`config.mk`:
```
export PLATFORM = sky130hd
export DESIGN_NAME = frame_drawer
export DESIGN_NICKNAME = d
export VERILOG_FILES = /design/src/rtl/veggie_pkg.sv /design/src/rtl/raster_addr_gen.sv /design/src/rtl/frame_drawer.sv
export SDC_FILE = /design/constraint.sdc
export NUM_CORES = 1
export LEC_CHECK = 0
export ABC_AREA = 1
export CAP_MARGIN = 10
export CORE_MARGIN = 2
export CORE_UTILIZATION = 59
export DETAILED_ROUTE_END_ITERATION = 10
export GPL_TIMING_DRIVEN = 0
export PLACE_DENSITY = 0.77
export SLEW_MARGIN = 20
export SYNTH_ARGS = -nofsm -noshare
export SYNTH_HDL_FRONTEND = slang
export SYNTH_SLANG_ARGS = --single-unit
```
`constraint.sdc`:
```
create_clock -name Clk -period 6 [get_ports Clk]
set_input_delay 0.9 -clock Clk [delete_from_list [all_inputs] [get_ports Clk]]
set_output_delay 0.9 -clock Clk [all_outputs]
set_load 0.01 [all_outputs]
```
`src/rtl/veggie_pkg.sv`:
```
// veggie_pkg: shared constants, types and helpers for the frame buffer
// write-side engine (frame_drawer) and its raster address generator.
//   SCREEN_W / SCREEN_H : visible frame size in pixels
//   ADDR_W              : frame buffer address width
//   COORD_W             : width of x/y coordinates and extents
package veggie_pkg;

  localparam int SCREEN_W = 640;
  localparam int SCREEN_H = 480;
  localparam int ADDR_W   = 19;
  localparam int COORD_W  = 10;

  localparam logic [COORD_W-1:0] SCREEN_W_C = COORD_W'(SCREEN_W);
  localparam logic [COORD_W-1:0] SCREEN_H_C = COORD_W'(SCREEN_H);
  localparam logic [ADDR_W-1:0]  ROW_STEP   = ADDR_W'(SCREEN_W);

  typedef enum logic [1:0] {
    OP_FILL  = 2'd0,
    OP_CLEAR = 2'd1,
    OP_PLOT  = 2'd2,
    OP_RSVD  = 2'd3
  } draw_op_t;

  typedef enum logic [1:0] {
    S_IDLE  = 2'd0,
    S_SETUP = 2'd1,
    S_DRAW  = 2'd2,
    S_DONE  = 2'd3
  } draw_state_t;

  typedef struct packed {
    draw_op_t           op;
    logic [COORD_W-1:0] x0;
    logic [COORD_W-1:0] y0;
    logic [COORD_W-1:0] w;
    logic [COORD_W-1:0] h;
    logic [7:0]         color;
  } draw_cmd_t;

  // y*640 built from two shifts (512 + 128) so no multiplier is inferred.
  function automatic logic [ADDR_W-1:0] row_base_of(input logic [COORD_W-1:0] y);
    logic [ADDR_W-1:0] yy;
    yy = ADDR_W'(y);
    return (yy << 9) + (yy << 7);
  endfunction

  // Clamp an extent so it does not run past the screen edge.
  // Caller guarantees start < limit.
  function automatic logic [COORD_W-1:0] clip_len(input logic [COORD_W-1:0] start,
                                                  input logic [COORD_W-1:0] len,
                                                  input logic [COORD_W-1:0] limit);
    logic [COORD_W-1:0] avail;
    avail = limit - start;
    return (len < avail) ? len : avail;
  endfunction

endpackage

```
`src/rtl/raster_addr_gen.sv`:
```
// raster_addr_gen: incremental raster-order address generator.
// Loads a clipped rectangle on start_i and steps one pixel per advance_i,
// left to right within a row, then down to the next row. The address is
// kept incrementally (row base + column), so no multiply is needed.
// Ports:
//   clk_i, rst_i      clock, asynchronous active-high reset
//   start_i           load x0_i/w_i/h_i/row_base_i; address = row_base + x0
//   advance_i         step to the next pixel
//   x0_i, w_i, h_i    left column and clipped extent (w,h >= 1)
//   row_base_i        y0 * SCREEN_W
//   addr_o            address of the current pixel
//   last_pixel_o      current pixel is the bottom-right one
//   x_cnt_o, y_cnt_o  column / row offsets inside the rectangle
module raster_addr_gen
  import veggie_pkg::*;
(
  input  logic               clk_i,
  input  logic               rst_i,
  input  logic               start_i,
  input  logic               advance_i,
  input  logic [COORD_W-1:0] x0_i,
  input  logic [COORD_W-1:0] w_i,
  input  logic [COORD_W-1:0] h_i,
  input  logic [ADDR_W-1:0]  row_base_i,
  output logic [ADDR_W-1:0]  addr_o,
  output logic               last_pixel_o,
  output logic [COORD_W-1:0] x_cnt_o,
  output logic [COORD_W-1:0] y_cnt_o
);

  logic [COORD_W-1:0] x0_q, x0_d;
  logic [COORD_W-1:0] w_q, w_d;
  logic [COORD_W-1:0] h_q, h_d;
  logic [COORD_W-1:0] x_cnt_q, x_cnt_d;
  logic [COORD_W-1:0] y_cnt_q, y_cnt_d;
  logic [ADDR_W-1:0]  row_base_q, row_base_d;
  logic [ADDR_W-1:0]  addr_q, addr_d;
  logic               row_end;

  assign row_end = (x_cnt_q == w_q - COORD_W'(1));

  always_comb begin
    x0_d       = x0_q;
    w_d        = w_q;
    h_d        = h_q;
    x_cnt_d    = x_cnt_q;
    y_cnt_d    = y_cnt_q;
    row_base_d = row_base_q;
    addr_d     = addr_q;
    if (start_i) begin
      x0_d       = x0_i;
      w_d        = w_i;
      h_d        = h_i;
      x_cnt_d    = '0;
      y_cnt_d    = '0;
      row_base_d = row_base_i;
      addr_d     = row_base_i + ADDR_W'(x0_i);
    end else if (advance_i) begin
      if (row_end) begin
        x_cnt_d    = '0;
        y_cnt_d    = y_cnt_q + COORD_W'(1);
        row_base_d = row_base_q + ROW_STEP;
        addr_d     = row_base_q + ROW_STEP + ADDR_W'(x0_q);
      end else begin
        x_cnt_d = x_cnt_q + COORD_W'(1);
        addr_d  = addr_q + ADDR_W'(1);
      end
    end
  end

  always_ff @(posedge clk_i or posedge rst_i) begin
    if (rst_i) begin
      x0_q       <= '0;
      w_q        <= '0;
      h_q        <= '0;
      x_cnt_q    <= '0;
      y_cnt_q    <= '0;
      row_base_q <= '0;
      addr_q     <= '0;
    end else begin
      x0_q       <= x0_d;
      w_q        <= w_d;
      h_q        <= h_d;
      x_cnt_q    <= x_cnt_d;
      y_cnt_q    <= y_cnt_d;
      row_base_q <= row_base_d;
      addr_q     <= addr_d;
    end
  end

  assign addr_o       = addr_q;
  assign last_pixel_o = row_end && (y_cnt_q == h_q - COORD_W'(1));
  assign x_cnt_o      = x_cnt_q;
  assign y_cnt_o      = y_cnt_q;

endmodule

```
`src/rtl/frame_drawer.sv`:
```
// frame_drawer: write-side engine for the 640x480 8bpp frame buffer.
// Accepts FILL / CLEAR / PLOT commands over a valid/ready handshake and
// streams one pixel write per clock in raster order.
// Optional build macro FRAME_DRAWER_VBLANK_WAIT_EN: when defined, a
// non-empty command waits in SETUP for a synchronised falling edge of vs_n
// before drawing; otherwise vs_n is ignored.
// Ports:
//   Clk, Reset                    clock, asynchronous active-high reset
//   cmd_valid / cmd_ready         command handshake
//   cmd_op, cmd_x0, cmd_y0,
//   cmd_w, cmd_h, cmd_color       command fields
//   vs_n                          VGA vertical sync (optional feature only)
//   frame_we, frame_wrAddress,
//   frame_input                   frame buffer write port
//   busy                          command in SETUP or DRAW
//   done                          one-cycle completion pulse
//
// state   | meaning
// IDLE    | ready for a command
// SETUP   | substitute/clip extents, decide empty, compute row base
// DRAW    | one pixel write per clock
// DONE    | completion pulse, back to IDLE
module frame_drawer
  import veggie_pkg::*;
(
  input  logic               Clk,
  input  logic               Reset,
  input  logic               cmd_valid,
  output logic               cmd_ready,
  input  logic [1:0]         cmd_op,
  input  logic [COORD_W-1:0] cmd_x0,
  input  logic [COORD_W-1:0] cmd_y0,
  input  logic [COORD_W-1:0] cmd_w,
  input  logic [COORD_W-1:0] cmd_h,
  input  logic [7:0]         cmd_color,
  input  logic               vs_n,
  output logic               frame_we,
  output logic [ADDR_W-1:0]  frame_wrAddress,
  output logic [7:0]         frame_input,
  output logic               busy,
  output logic               done
);

  draw_state_t state_q, state_d;
  draw_cmd_t   cmd_q, cmd_d;
  logic        frame_we_q, frame_we_d;

  logic [COORD_W-1:0] set_x0, set_y0, set_w, set_h;
  logic               set_empty;
  logic [ADDR_W-1:0]  set_row_base;
  logic               draw_go;
  logic               gen_start, gen_advance, gen_last;
  logic [COORD_W-1:0] unused_x_cnt, unused_y_cnt;

  // Resolve the effective rectangle from the latched command.
  always_comb begin
    set_x0    = cmd_q.x0;
    set_y0    = cmd_q.y0;
    set_w     = cmd_q.w;
    set_h     = cmd_q.h;
    set_empty = 1'b0;
    case (cmd_q.op)
      OP_CLEAR: begin
        set_x0 = '0;
        set_y0 = '0;
        set_w  = SCREEN_W_C;
        set_h  = SCREEN_H_C;
      end
      OP_PLOT: begin
        set_w = COORD_W'(1);
        set_h = COORD_W'(1);
      end
      OP_FILL: ;
      default: set_empty = 1'b1;
    endcase
    if (set_x0 >= SCREEN_W_C || set_y0 >= SCREEN_H_C) begin
      set_empty = 1'b1;
    end else begin
      set_w = clip_len(set_x0, set_w, SCREEN_W_C);
      set_h = clip_len(set_y0, set_h, SCREEN_H_C);
      if (set_w == '0 || set_h == '0) set_empty = 1'b1;
    end
  end

  assign set_row_base = row_base_of(set_y0);

`ifdef FRAME_DRAWER_VBLANK_WAIT_EN
  // [0],[1]: synchroniser, [2]: previous synchronised value for edge detect.
  // Reset high so an idle-high vs_n does not look like a fall after reset.
  logic [2:0] vs_sync_q;

  always_ff @(posedge Clk or posedge Reset) begin
    if (Reset) vs_sync_q <= 3'b111;
    else       vs_sync_q <= {vs_sync_q[1:0], vs_n};
  end

  assign draw_go = vs_sync_q[2] & ~vs_sync_q[1];
`else
  logic unused_vs_n;
  assign unused_vs_n = vs_n;
  assign draw_go     = 1'b1;
`endif

  always_comb begin
    state_d     = state_q;
    cmd_d       = cmd_q;
    gen_start   = 1'b0;
    gen_advance = 1'b0;
    case (state_q)
      S_IDLE: begin
        if (cmd_valid) begin
          cmd_d.op    = draw_op_t'(cmd_op);
          cmd_d.x0    = cmd_x0;
          cmd_d.y0    = cmd_y0;
          cmd_d.w     = cmd_w;
          cmd_d.h     = cmd_h;
          cmd_d.color = cmd_color;
          state_d     = S_SETUP;
        end
      end
      S_SETUP: begin
        // Empty commands finish straight away, even when waiting for vblank.
        if (set_empty) begin
          state_d = S_DONE;
        end else if (draw_go) begin
          gen_start = 1'b1;
          state_d   = S_DRAW;
        end
      end
      S_DRAW: begin
        gen_advance = 1'b1;
        if (gen_last) state_d = S_DONE;
      end
      S_DONE:  state_d = S_IDLE;
      default: state_d = S_IDLE;
    endcase
    frame_we_d = (state_d == S_DRAW);
  end

  always_ff @(posedge Clk or posedge Reset) begin
    if (Reset) begin
      state_q    <= S_IDLE;
      cmd_q      <= '0;
      frame_we_q <= 1'b0;
    end else begin
      state_q    <= state_d;
      cmd_q      <= cmd_d;
      frame_we_q <= frame_we_d;
    end
  end

  raster_addr_gen u_addr_gen (
    .clk_i        (Clk),
    .rst_i        (Reset),
    .start_i      (gen_start),
    .advance_i    (gen_advance),
    .x0_i         (set_x0),
    .w_i          (set_w),
    .h_i          (set_h),
    .row_base_i   (set_row_base),
    .addr_o       (frame_wrAddress),
    .last_pixel_o (gen_last),
    .x_cnt_o      (unused_x_cnt),
    .y_cnt_o      (unused_y_cnt)
  );

  assign frame_we    = frame_we_q;
  assign frame_input = cmd_q.color;
  assign cmd_ready   = (state_q == S_IDLE);
  assign busy        = (state_q == S_SETUP) || (state_q == S_DRAW);
  assign done        = (state_q == S_DONE);

endmodule

```
== Word level (Yosys, flattened, before mapping) ==
Index checks and enable logic that the tools add are counted.
Cells by class
  add/sub/neg operators: 11
  $lt $le $gt $ge: 4
  equal/unequal tests: 8
  mux-type cells: 30
  reductions and logical operators: 13
Operators by type and width (number)
  2-to-1 mux 10 bit: 12
  2-to-1 mux 19 bit: 6
  one-hot mux 10 bit (2 select lines): 2
  adder 19 x 10 -> 19 bit: 2
  adder 10 x 1 -> 10 bit, second input constant: 2
  == test 10 bit: 2
  zero test 10 bit: 2
  less-than comparator 10 bit: 2
  subtractor 10 x 1 -> 10 bit, second input constant: 2
  adder 19 x 1 -> 19 bit, second input constant: 1
  adder 19 x 10 -> 19 bit, second input constant: 1
  adder 19 x 17 -> 19 bit: 1
  greater-or-equal comparator 10 bit, second input constant: 1
  greater-or-equal comparator 10 x 9 -> 1 bit, second input constant: 1
  subtractor 10 bit, first input constant: 1
  subtractor 9 x 10 -> 10 bit, first input constant: 1
  == test 2 bit, second input constant: 4
  one-hot mux 2 bit (4 select lines): 1
  2-to-1 mux 1 bit: 7
  == test 2 x 1 -> 1 bit, second input constant: 2
  zero test 2 bit: 2
  2-to-1 mux 2 bit: 2
  AND reduction 2 bit: 2
  nonzero test 2 bit: 2
  other kinds (3): 5
Storage, ports and cells
  register bits: 141
  bits of input ports: 54
  logic and storage cells: 81

== Depth between registers and ports, before layout ==
  depth after elaboration: 13
  gate-level depth with buffers: 33
  mapped depth without buffers: 30

== Cells and area by module ==
From an unflattened synthesis, not the netlist that was laid out.
Unflattened totals
  cells, all modules: 1604
  area, all modules: 11162.0 um^2
Modules (own cells, without submodules)
  raster_addr_gen: times used 1, cells an instance 1023, area each 6882.9 um^2, seq. area each 2202.1 um^2
  frame_drawer: times used 1, cells an instance 581, area each 4279.1 um^2, seq. area each 1326.3 um^2

== Least setup slack after synthesis ==
Ideal clock, no wire load.
  kind: register -> register
  start: reg cmd_q[49] in the netlist's numbering
  end: reg u_addr_gen.row_base_q[11]
  setup time: 0.117 ns
  arrival: 3.519 ns
  required time: 5.883 ns
  slack: 2.363 ns
  cell stages (with the launch flop): 33
  path buffers: 5
  period minus slack after synthesis: 3.637 ns
  cell sequence: dfrtp_1 inv_1 ha_1 buf_6 inv_4 buf_6 nand2_1 ha_1 nand4_1 nand2_1 nand2_1 nand2_1 inv_1 ha_1 nand2_1 nor2_1 nand2_1 nor2_1 nor2_2 nand2_1 buf_4 nand2_1 nand2_1 nand2_1 nor2_1 nand3_2 nand3_1 nor2_1 buf_6 buf_6 nand2_1 nand3_1 nand2_1
Between the ends
  longest elaborated chain between the ends: 13
  elaborated cells on any way between the ends: 30
  classes of those cells: add/sub (3); order compare (4); eq/ne (2); mux (12); reduce/logical (9)
Ends and longest elaborated chain
  start, declared: line frame_drawer.sv:45  | draw_cmd_t cmd_q, cmd_d;
  start signal, assigned: line frame_drawer.sv:147  | cmd_q <= cmd_d;
  == test 2 x 1 -> 1 bit: line frame_drawer.sv:62  | case (cmd_q.op)
  2-to-1 mux 10 bit: line frame_drawer.sv:62
  subtractor 10 bit or subtractor 9 x 10 -> 10 bit (tied branches): line veggie_pkg.sv:53  | avail = limit - start;
  less-than comparator 10 bit: line veggie_pkg.sv:54  | return (len < avail) ? len : avail;
  2-to-1 mux 10 bit: line veggie_pkg.sv:54
  zero test 10 bit: line frame_drawer.sv:81  | if (set_w == '0 || set_h == '0) set_empty = 1'b1;
  logical OR 1 bit: line frame_drawer.sv:81
  2-to-1 mux 1 bit: line frame_drawer.sv:81
  2-to-1 mux 1 bit: line frame_drawer.sv:76  | if (set_x0 >= SCREEN_W_C || set_y0 >= SCREEN_H_C) begin
  2-to-1 mux 1 bit: line frame_drawer.sv:123  | if (set_empty) begin
  2-to-1 mux 1 bit: line frame_drawer.sv:109  | case (state_q)
  nonzero test 2 bit (no line)
  AND reduction 2 bit (no line)
  end signal, assigned: line raster_addr_gen.sv:86  | row_base_q <= row_base_d;
  end, declared: line raster_addr_gen.sv:36  | logic [ADDR_W-1:0] row_base_q, row_base_d;
Parallel ways exist; a longest one is shown, timed or not.
A chain may end at the register's enable or synchronous reset.

== Worst setup path in the final report ==
  start: reg cmd_q[49] in the netlist's numbering
  end: reg u_addr_gen.y_cnt_q[0] (netlist: u_addr_gen.y_cnt_o[0])
Between the ends
  longest elaborated chain between the ends: 13
  elaborated cells on any way between the ends: 29
  classes of those cells: add/sub (2); order compare (4); eq/ne (2); mux (12); reduce/logical (9)
Ends and longest elaborated chain
  == test 2 x 1 -> 1 bit: line frame_drawer.sv:62
  2-to-1 mux 10 bit: line frame_drawer.sv:62
  subtractor 10 bit or subtractor 9 x 10 -> 10 bit (tied branches): line veggie_pkg.sv:53
  less-than comparator 10 bit: line veggie_pkg.sv:54
  2-to-1 mux 10 bit: line veggie_pkg.sv:54
  zero test 10 bit: line frame_drawer.sv:81
  logical OR 1 bit: line frame_drawer.sv:81
  2-to-1 mux 1 bit: line frame_drawer.sv:81
  2-to-1 mux 1 bit (*): line frame_drawer.sv:76
  2-to-1 mux 1 bit (*): line frame_drawer.sv:123
  2-to-1 mux 1 bit (*): line frame_drawer.sv:109
  nonzero test 2 bit (no line)
  AND reduction 2 bit (no line)
  end signal, assigned: line raster_addr_gen.sv:85  | y_cnt_q <= y_cnt_d;
  end, declared: line raster_addr_gen.sv:35  | logic [COORD_W-1:0] y_cnt_q, y_cnt_d;
Every way passes the cells marked *; elsewhere a longest branch is shown, timed or not.

==> results list <==
- Outcome: complete, no violations
- In this run the clock root is driven by a clkbuf_16.
- Num CTS Buffers: 17
- Total iterations of the first detailed-routing run: 6
- Proportion of synthesized flip-flops having asynchronous set or reset: 100%
* Startpoint of the lowest-slack hold path: u_addr_gen.x0_q[0]
- Category of the worst setup path launch point: flop
- The die is 134 um tall.
- Overflow after GRT: 0
- For this design the top-level I/O count stands at 85.
* Synth warn: 0
* Post-route clock period utilization: 79.1%
- Timing analysis after detailed placement gives a worst setup slack of 1.38 ns.
- In the synthesized netlist, the number of instances is 1393.
* Min Clock Period, post-route: 4.74 ns
- Number of synthesized register bits: 134
- DRC violations left: 0
* Total number of vias: 9336
* Post-cts hold buffer count: 0
- Type of the worst min-delay path: flop to flop
* Clock latency at the later pin of the worst-skew pair: 0.43 ns
- Count of cell types in the netlist: 41
- The via count of the first global-routing pass came to 8659.
* Data arrival time at the worst-slack endpoint: 5.04 ns
- Endpoint of the most critical register-to-register path: u_addr_gen.y_cnt_o[0]
* Worst flop-to-flop path startpoint: cmd_q[49]
* Core footprint: 16500 um2
- In this run the static leakage power is 0.00598 uW.
* Worst Setup End Kind: flop
* Input/output buffers: 83
- Buffer depth of the longest clock path: 2
* Clk_skew: 0.00999 ns
- Buffers inserted during post-CTS setup optimization: 0
- The floorplan has 47 rows.
- The library cell used most frequently in the layout, excluding fill and tap cells, is nand2_1.
- DRC violation total after the first TritonRoute iteration: 791
* Final count of hold timing violations: 0
- The congestion estimate from routability-driven global placement came to 0.947.
- Critical Path Fanout Max: 10
* Most used cells in the layout excluding fill and tap cells: nand2_1 (405), inv_1 (181), dfrtp_1 (134)
* Clock slew at reported path FFs: 0.06 ns
* Via-per-instance ratio: 5.40
- At the worst endpoint, the required time is 6.30 ns.
- Final setup slack of the worst path: 1.26 ns
- Once detail routing completed, the nets flagged for antenna violations numbered 0.
- Among all stages on the critical path, the largest delay is contributed by dfrtp_1.
* Max Clk Rate: 211 MHz
* Proportion of layout cells with a drive suffix above 1: 8.35%
* Die Span X: 134 um
* Minimum setup slack among reg-to-reg paths: 1.26 ns
- TritonCTS built the clock tree.
* Half-perimeter wire length after placement: 19800 um
- Number of resized instances in the post-cts repair step: 0
- H-tree level count: 4
- Nets: 1597
- Along the worst hold path, the cell count comes to 2.
* Area added between synthesis and finish: 17.6%
- In the final routed layout, each cell accounts on average for 14.9 um.
* Routed Wire Length: 25800 um
- Highest cell delay on the worst timing path: 0.40 ns
* Proportion of synthesized chip area in sequential cells: 33.9%
- Initial core utilization: 60.1%
- The clock drives 134 sinks.
- Worst min-delay path endpoint: u_addr_gen.x0_q[0]
* Critical path start-end classification: flop to flop
* Number of enable-type register cells in the synthesized netlist: 0
- In the global route stage, overall resource usage came out at 30.0%.
- Worst hold slack: 0.486 ns
- Slew of the pin with the lowest slew margin: 0.588 ns
- Die Footprint: 17800 um2
* Relative max-transition margin: 60.7%
- Reg2reg path depth: 29
* Unrepaired setup endpoints after global routing: no
- Reported max-cap violation count: 0
- Antenna violations before repair: 0
- The most used flip-flop cell after synthesis is dfrtp_1.
- Power Dens Cells: 671 nW/um2
- First-pass GRT wire length: 42700 um
* Final Max Tran Viols: 0
* Synthesized cell area: 9900 um2
- Setup-violating endpoint count in the final report: 0
* Synth Net Count: 1494
* Mean Syn Cell Area: 7.11 um2
- Most prevalent standard cell on the critical path: nand2_1
- The repair_antennas step left the layout with diodes totalling 0.
- Entering global routing, the biggest net connects 89 pins.
- Peak ir drop on the vdd network: 0.000445 V
critical path: cells and delay by family (launching register included):
family / cells / cell delay [ns]
adders and majority gates: 3 / 0.69
AOI/OAI and AO/OA: 2 / 0.51
and+or+nand+nor: 17 / 1.92
buffers and inverters: 7 / 1.07
DFF: 1 / 0.40
kinds of logic after synthesis:
logic type               count (synthesis)  synth area share, %
flip-flops                             134                 33.9
AO/OA/AOI/OAI                          156                 8.19
AND/OR/NAND/NOR                        704                 30.3
XOR/XNOR                                75                 6.77
adder cells (fa/ha/maj)                 47                 6.09
buffers and inverters                  238                 10.3
multiplexers                            39                 4.44
sequential cells by signal, summed over array words and instances, names as in the netlist:
name	cells
u_addr_gen.x0_q	10
u_addr_gen.h_q	10
cmd_q	42
u_addr_gen.addr_o	19
frame_input	8
u_addr_gen.x_cnt_o	10
u_addr_gen.y_cnt_o	10
u_addr_gen.w_q	10
state_q	2
frame_we	1
u_addr_gen.row_base_q	12
cell type report:
class | count | area [um2]
clock inverter | 13 | 146
inverter | 184 | 701
multi-input combinational | 1021 | 5530
tap | 220 | 275
clock buffer | 19 | 453
timing repair buffer | 84 | 858
fill | 1406 | 4830
sequential | 134 | 3350
buffer | 54 | 325
worst max path at each step:
stage | slack, ns | to | cells past startpoint | from
2_1_floorplan | 1.52 | cmd_q[10] | 1 | Reset
3_3_place_gp | -0.32 | u_addr_gen.addr_o[13] | 2 | Reset
3_5_place_dp | 1.38 | u_addr_gen.y_cnt_o[1] | 29 | cmd_q[49]
4_1_cts | 1.34 | u_addr_gen.y_cnt_o[0] | 29 | cmd_q[49]
5_1_grt | 0.91 | u_addr_gen.row_base_q[10] | 31 | cmd_q[49]
6_report | 1.26 | u_addr_gen.y_cnt_o[0] | 29 | cmd_q[49]
per-layer routing:
metal,vias to the layer above,routed length (um),GRT usage [%]
met5,-,0,0
met2,355,11800,47.3
met4,0,738,10.3
met3,45,1700,5.02
met1,4263,11600,42.0
li1,4673,-,-
per-stage QoR:
| stage | TNS [ns] | util [%] | instance area (um2) | power, uW | instances |
|---|---|---|---|---|---|
| 2_1_floorplan | 0 | - | 9900 | 5270 | 1393 |
| 3_3_place_gp | -41.54 | 66.8 | 11000 | 6480 | 1696 |
| 3_5_place_dp | 0 | 67.1 | 11000 | 6620 | 1697 |
| 4_1_cts | 0 | 70.7 | 11600 | 7730 | 1729 |
| 5_1_grt | 0 | 70.7 | 11600 | 8540 | 1729 |
| 6_report | 0 | 70.7 | 11600 | 7810 | 1729 |
synthesized netlist by cell type, types with 20 or more instances:
cell type | count | area [um2]
nand3_1 | 126 | 631
o21ai_0 | 91 | 455
dfrtp_1 | 134 | 3350
o21ai_1 | 20 | 100
a21oi_1 | 33 | 165
ha_1 | 45 | 563
nor2_1 | 99 | 372
nand4_1 | 31 | 194
nand2_1 | 405 | 1520
xor2_1 | 54 | 473
mux2_2 | 39 | 439
xnor2_1 | 20 | 175
inv_1 | 182 | 683
power by group:
part           internal, uW  switching, uW
sequential             1270            301
clock                   638            424
combinational          1900           3270
Power figures use the tool's default switching activity.
